## src/rtl/load_store_unit.sv

```systemverilog
// Purpose : load/store unit between execute and a fixed-latency memory port; one transaction at a time.
// Latency : aligned access responds MEM_LATENCY+1 cycles after acceptance; a misaligned access responds after 1 cycle.
// Backpres: oReqReady is high only in IDLE; a response is held in RESP until iRespReady.
//
// Ports:
//   iClock, iReset                        clock, synchronous active-high reset
//   iReqValid/oReqReady                   request handshake; iReqWr, iReqAddr, iReqData, iReqSize, iReqUnsigned
//   oRespValid/iRespReady                 response handshake; oRespData (extended load data), oRespErr (misaligned)
//   oMemRdEn, oMemRdAddrLoad, iMemRdDataLoad                    doubleword-aligned read port
//   oMemWrEn, oMemWrAddr, oMemWrData, oMemWrLen                 byte-addressed write port
module load_store_unit #(
  parameter int unsigned MEM_LATENCY = 1
) (
  input  logic        iClock,
  input  logic        iReset,
  input  logic        iReqValid,
  output logic        oReqReady,
  input  logic        iReqWr,
  input  logic [63:0] iReqAddr,
  input  logic [63:0] iReqData,
  input  logic [1:0]  iReqSize,
  input  logic        iReqUnsigned,
  output logic        oRespValid,
  input  logic        iRespReady,
  output logic [63:0] oRespData,
  output logic        oRespErr,
  output logic        oMemRdEn,
  output logic [63:0] oMemRdAddrLoad,
  input  logic [63:0] iMemRdDataLoad,
  output logic        oMemWrEn,
  output logic [63:0] oMemWrAddr,
  output logic [63:0] oMemWrData,
  output logic [7:0]  oMemWrLen
);

  typedef enum logic [1:0] {
    IDLE   = 2'd0,
    ACCESS = 2'd1,
    RESP   = 2'd2
  } state_t;

  localparam logic [7:0] CNT_LOAD = 8'(MEM_LATENCY - 1);

  state_t      state;
  logic [7:0]  cnt;       // remaining ACCESS cycles after the current one
  logic        wr_q;
  logic [2:0]  lane_q;    // byte lane within the doubleword
  logic [1:0]  size_q;
  logic        uns_q;

  logic        misaligned;
  logic [63:0] shifted;
  logic [63:0] load_ext;
  logic [7:0]  wr_len;

  assign oReqReady = (state == IDLE) && !iReset;

  // Misaligned when any address bit below log2(size in bytes) is set.
  always_comb begin
    misaligned = 1'b0;
    case (iReqSize)
      2'd0:    misaligned = 1'b0;
      2'd1:    misaligned = iReqAddr[0];
      2'd2:    misaligned = |iReqAddr[1:0];
      default: misaligned = |iReqAddr[2:0];
    endcase
  end

  always_comb begin
    wr_len = 8'd0;
    case (iReqSize)
      2'd0:    wr_len = 8'd1;
      2'd1:    wr_len = 8'd2;
      2'd2:    wr_len = 8'd4;
      default: wr_len = 8'd8;
    endcase
  end

  // Move the addressed lane to bit 0, then truncate and extend to the access size.
  assign shifted = iMemRdDataLoad >> {lane_q, 3'b000};

  always_comb begin
    load_ext = 64'd0;
    case (size_q)
      2'd0:    load_ext = uns_q ? {56'd0, shifted[7:0]}  : {{56{shifted[7]}},  shifted[7:0]};
      2'd1:    load_ext = uns_q ? {48'd0, shifted[15:0]} : {{48{shifted[15]}}, shifted[15:0]};
      2'd2:    load_ext = uns_q ? {32'd0, shifted[31:0]} : {{32{shifted[31]}}, shifted[31:0]};
      default: load_ext = shifted;
    endcase
  end

  always_ff @(posedge iClock) begin
    if (iReset) begin
      state          <= IDLE;
      cnt            <= 8'd0;
      wr_q           <= 1'b0;
      lane_q         <= 3'd0;
      size_q         <= 2'd0;
      uns_q          <= 1'b0;
      oRespValid     <= 1'b0;
      oRespData      <= 64'd0;
      oRespErr       <= 1'b0;
      oMemRdEn       <= 1'b0;
      oMemRdAddrLoad <= 64'd0;
      oMemWrEn       <= 1'b0;
      oMemWrAddr     <= 64'd0;
      oMemWrData     <= 64'd0;
      oMemWrLen      <= 8'd0;
    end else begin
      case (state)
        IDLE: begin
          if (iReqValid) begin
            wr_q   <= iReqWr;
            lane_q <= iReqAddr[2:0];
            size_q <= iReqSize;
            uns_q  <= iReqUnsigned;
            if (misaligned) begin
              // No memory traffic; report the error straight away.
              state      <= RESP;
              oRespValid <= 1'b1;
              oRespErr   <= 1'b1;
              oRespData  <= 64'd0;
            end else begin
              state <= ACCESS;
              cnt   <= CNT_LOAD;
              if (iReqWr) begin
                // Write is a single-cycle pulse in the first ACCESS cycle.
                oMemWrEn   <= 1'b1;
                oMemWrAddr <= iReqAddr;
                oMemWrData <= iReqData;
                oMemWrLen  <= wr_len;
              end else begin
                oMemRdEn       <= 1'b1;
                oMemRdAddrLoad <= {iReqAddr[63:3], 3'b000};
              end
            end
          end
        end

        ACCESS: begin
          oMemWrEn <= 1'b0;
          if (cnt == 8'd0) begin
            state      <= RESP;
            oMemRdEn   <= 1'b0;
            oRespValid <= 1'b1;
            oRespErr   <= 1'b0;
            oRespData  <= wr_q ? 64'd0 : load_ext;
          end else begin
            cnt <= cnt - 8'd1;
          end
        end

        RESP: begin
          if (iRespReady) begin
            state      <= IDLE;
            oRespValid <= 1'b0;
            oRespData  <= 64'd0;
            oRespErr   <= 1'b0;
          end
        end

        default: begin
          state      <= IDLE;
          oMemRdEn   <= 1'b0;
          oMemWrEn   <= 1'b0;
          oRespValid <= 1'b0;
        end
      endcase
    end
  end

endmodule

```

## config.mk

```make
export PLATFORM = sky130hd
export DESIGN_NAME = load_store_unit
export DESIGN_NICKNAME = d
export VERILOG_FILES = /design/src/rtl/load_store_unit.sv
export SDC_FILE = /design/constraint.sdc
export NUM_CORES = 1
export LEC_CHECK = 0
export ABC_AREA = 1
export CAP_MARGIN = 20
export CORE_AREA = 2 2 184 186
export DETAILED_ROUTE_END_ITERATION = 12
export DIE_AREA = 0 0 186 188
export GPL_TIMING_DRIVEN = 0
export PLACE_DENSITY = 0.78
export SYNTH_ARGS = -nofsm -noshare
export SYNTH_HDL_FRONTEND = slang
export SYNTH_SLANG_ARGS = --single-unit
```

## constraint.sdc

```tcl
create_clock -name iClock -period 2.5 [get_ports iClock]
set_clock_uncertainty 0.15 [all_clocks]
set_input_delay 0.5 -clock iClock [delete_from_list [all_inputs] [get_ports iClock]]
set_output_delay 0.5 -clock iClock [all_outputs]
set_load 0.02 [all_outputs]
```

==> key figures <==
Run status
  – Status: completed

Cells and area
  – Layout Nets: 2428
  – Layout cells sized above 1: 6.019%
  – P&R area growth vs syn: 52.07%
  – Layout Cells excl Fill: between 2000 and 3000
  – Design area: between 15000 and 20000 sq um

Yosys
  – Top cells by count, synth: 414 x nor2_1, 300 x nand2_1, 294 x o21ai_0
  – Avg Cell Area, Syn: approximately 6.9 sq um
  – Number of synthesized register bits: 278
  – Top FF cell, synth: dfxtp_1
  – Post-synth ARST share: 0%
  – Yosys top cell area share: between 40 and 50%
  – Synth warn: 0
  – Most numerous cell in the Yosys netlist: nor2_1
  – Post-synth EDFFs: 0
  – Mapped Area: 11940 sq um
  – Synth area leader: dfxtp_1
  – Sequential fraction of the synthesis area: between 40 and 50%
  – Mapped Cells: around 1700
  – Synth top area cells: dfxtp_1 47%, nor2_1 13%, o21ai_0 12%
  – Unique masters post-synth: 33

Setup path
  – Reg2Reg Setup Slack: around 0.06 ns
  – Setup CP Type: flop to flop
  – Crit path max fanout: 10
  – WP data required: 2.79 ns
  – Critical Path AT: 2.73 ns
  – Crit end category: flop
  – CP Launch Type: flop

Place
  – IO buf count: 460
  – DP Worst Slack: -0.8066 ns
  – Placed wire-length estimate: about 41000 um
  – Placed instance count: 2637
  – Placed cell area: 17130 sq um
  – Final Wtd Congestion: 0.9838

Die
  – Initial core utilization: 36.05%
  – Row cnt: 67
  – Die Area: ~35000 sq um
  – DIE HEIGHT: between 150 and 200 um
  – Core Area: 33110 sq um
  – IO Count: 469
  – Die Wd: roughly 190 um

Global routing
  – GRT Util Overall: 28.49%
  – First-pass GRT wire length: 76090 um
  – Initial antenna violation count: 9
  – Global route overflow: 0
  – Vias in the first global route: 13110
  – Largest net degree at the start of global routing: 16

Clocking
  – CTS tree: yes
  – H-tree lvl count: 1
  – Clk_lat worst skew: 0.57 ns
  – Clock tree sinks: 278
  – Longest Clk Path Bufs: 3
  – Clk slew on worst S/H paths: around 0.06 ns
  – CTS Buf Count: 29
  – Root buffer cell: clkbuf_16

STA
  – Max Clk Rate: 0.4098 GHz
  – Post-layout min period: 2.440 ns
  – TNS Setup: 0 ns
  – Worst-Margin Slew: 0.7890 ns
  – Share of the cycle needed by the critical path after routing: between 90% and 100%
  – RSZ-0062 raised after global routing: true
  – Slew HR: 47.40%
  – Fin. Hold Viols: 0
  – Post-route setup slack: about 0.06 ns
  – Final setup violation count: 0
  – Final Max Slew Viols: 0

Worst hold path
  – Worst Hold Class: primary input to flop

Power
  – Power Dens Cells: 919.4 nW/um^2
  – Pwr Total: between 0.015 and 0.02 W
  – Leak: roughly 6.9 nW
  – Max IR drop VDD: approximately 0.59 mV

Drt
  – Remaining antenna violation count after routing: 0
  – Final WL: 51590 um
  – DR iter-0 viols: between 1000 and 1500
  – Number of vias per cell: 5.118
  – DR WL/cell: 19.14 um
  – 1st-pass router iterations: 5
  – Via Count: 13790
  – DRC viols: 0

Run
  – Max cap viols: 0
path summary, 6_finish.rpt:
check	to	cells after the start	start
setup / recovery	oRespData[5]	9	lane_q[1]
hold / removal	oMemWrLen[2]	3	iReqSize[1]
hold reg to reg	oRespData[0]	2	oRespData[0]
setup reg to reg	oRespData[5]	9	lane_q[1]
placed cells by master (no fill, tap or decap), types with 3 or more instances in the layout:
| master | n |
|---|---|
| buf_6 | 3 |
| buf_2 | 28 |
| clkbuf_16 | 29 |
| inv_1 | 39 |
| inv_2 | 6 |
| or2_2 | 17 |
| clkbuf_2 | 8 |
| nor2_1 | 414 |
| buf_4 | 15 |
| conb_1 | 7 |
| o31ai_1 | 3 |
| o21ai_0 | 294 |
| o211ai_1 | 9 |
| nand2_1 | 299 |
| buf_1 | 12 |
| a21oi_1 | 104 |
| nor3_1 | 4 |
| clkinv_2 | 7 |
| diode_2 | 4 |
| clkbuf_8 | 4 |
| clkbuf_1 | 75 |
| ha_1 | 5 |
| nand3_1 | 92 |
| nand2_2 | 3 |
| clkdlybuf4s50_1 | 457 |
| dfxtp_1 | 277 |
worst max-delay path, cell delays in order (launching register included):
cell      delay, ns
dfxtp_1        0.33
inv_1          0.09
buf_2          0.21
buf_2          0.27
clkbuf_1       0.46
nor2_1         0.11
o21ai_1        0.16
o21ai_0        0.23
a22oi_1        0.24
nor2_1         0.06
cells by family after synthesis:
kind of cell    after synthesis  share of synthesized area (%)
flops                       278                          46.62
fa+ha+maj                     6                         0.6288
xor+xnor                      3                         0.2201
compound gates              419                          18.06
buf+inv                     182                          6.551
other cells                   1                        0.03141
simple gates                834                          27.89
state kept, by name (all words and copies together), names as in the netlist, 2 cells and up:
name and flops:
oMemWrAddr 64, oRespData 64, size_q 2, oMemWrData 64, state 2, cnt 8, lane_q 3, oMemWrLen 4
oMemRdAddrLoad 61
final cells by class:
class	instances	area (sq um)
Antenna cell	4	10.01
Fill cell	3131	14960
Timing Repair Buffer	462	4632
Clock buffer	40	807.0
Tap cell	448	560.5
Clock inverter	12	136.4
Buffer	134	629.4
Multi-Input combinational cell	1269	5630
Inverter	48	181.4
Sequential cell	278	5567
routing by layer:
layer	vias to the layer above	GRT usage (%)	routed length, um
met4	10	11.21	2354
met2	679	51.57	25640
met1	6382	31.40	18980
li1	6606	-	-
met5	-	0	69
met3	116	7.419	4550
what timing repair did:
action                                 4_1_cts  5_1_grt
pin swaps                                    0        2
setup endpoints to repair                  135      137
endpoints found under the hold margin        0        0
buffers inserted                             0        2
hold buffers                                 0        0
resized for setup                           10       20
stage by stage:
stage / utilization, % / hold slack (ns)
2_1_floorplan: - / 0.2953
3_3_place_gp: 51.72 / 0.3053
3_5_place_dp: 51.72 / 0.3056
6_report: 54.82 / 0.2823
5_1_grt: 54.79 / 0.3010
4_1_cts: 54.62 / 0.3148
power by group:
part | switching (W) | leakage [nW] | internal (W)
Clock | 0.00185 | 0.469 | 0.00247
Sequential | 0.000354 | 2.26 | 0.00505
Combinational | 0.00443 | 4.21 | 0.00254
Total | 0.00663 | 6.94 | 0.0101
No activity file was read; power rests on OpenSTA's default activity.
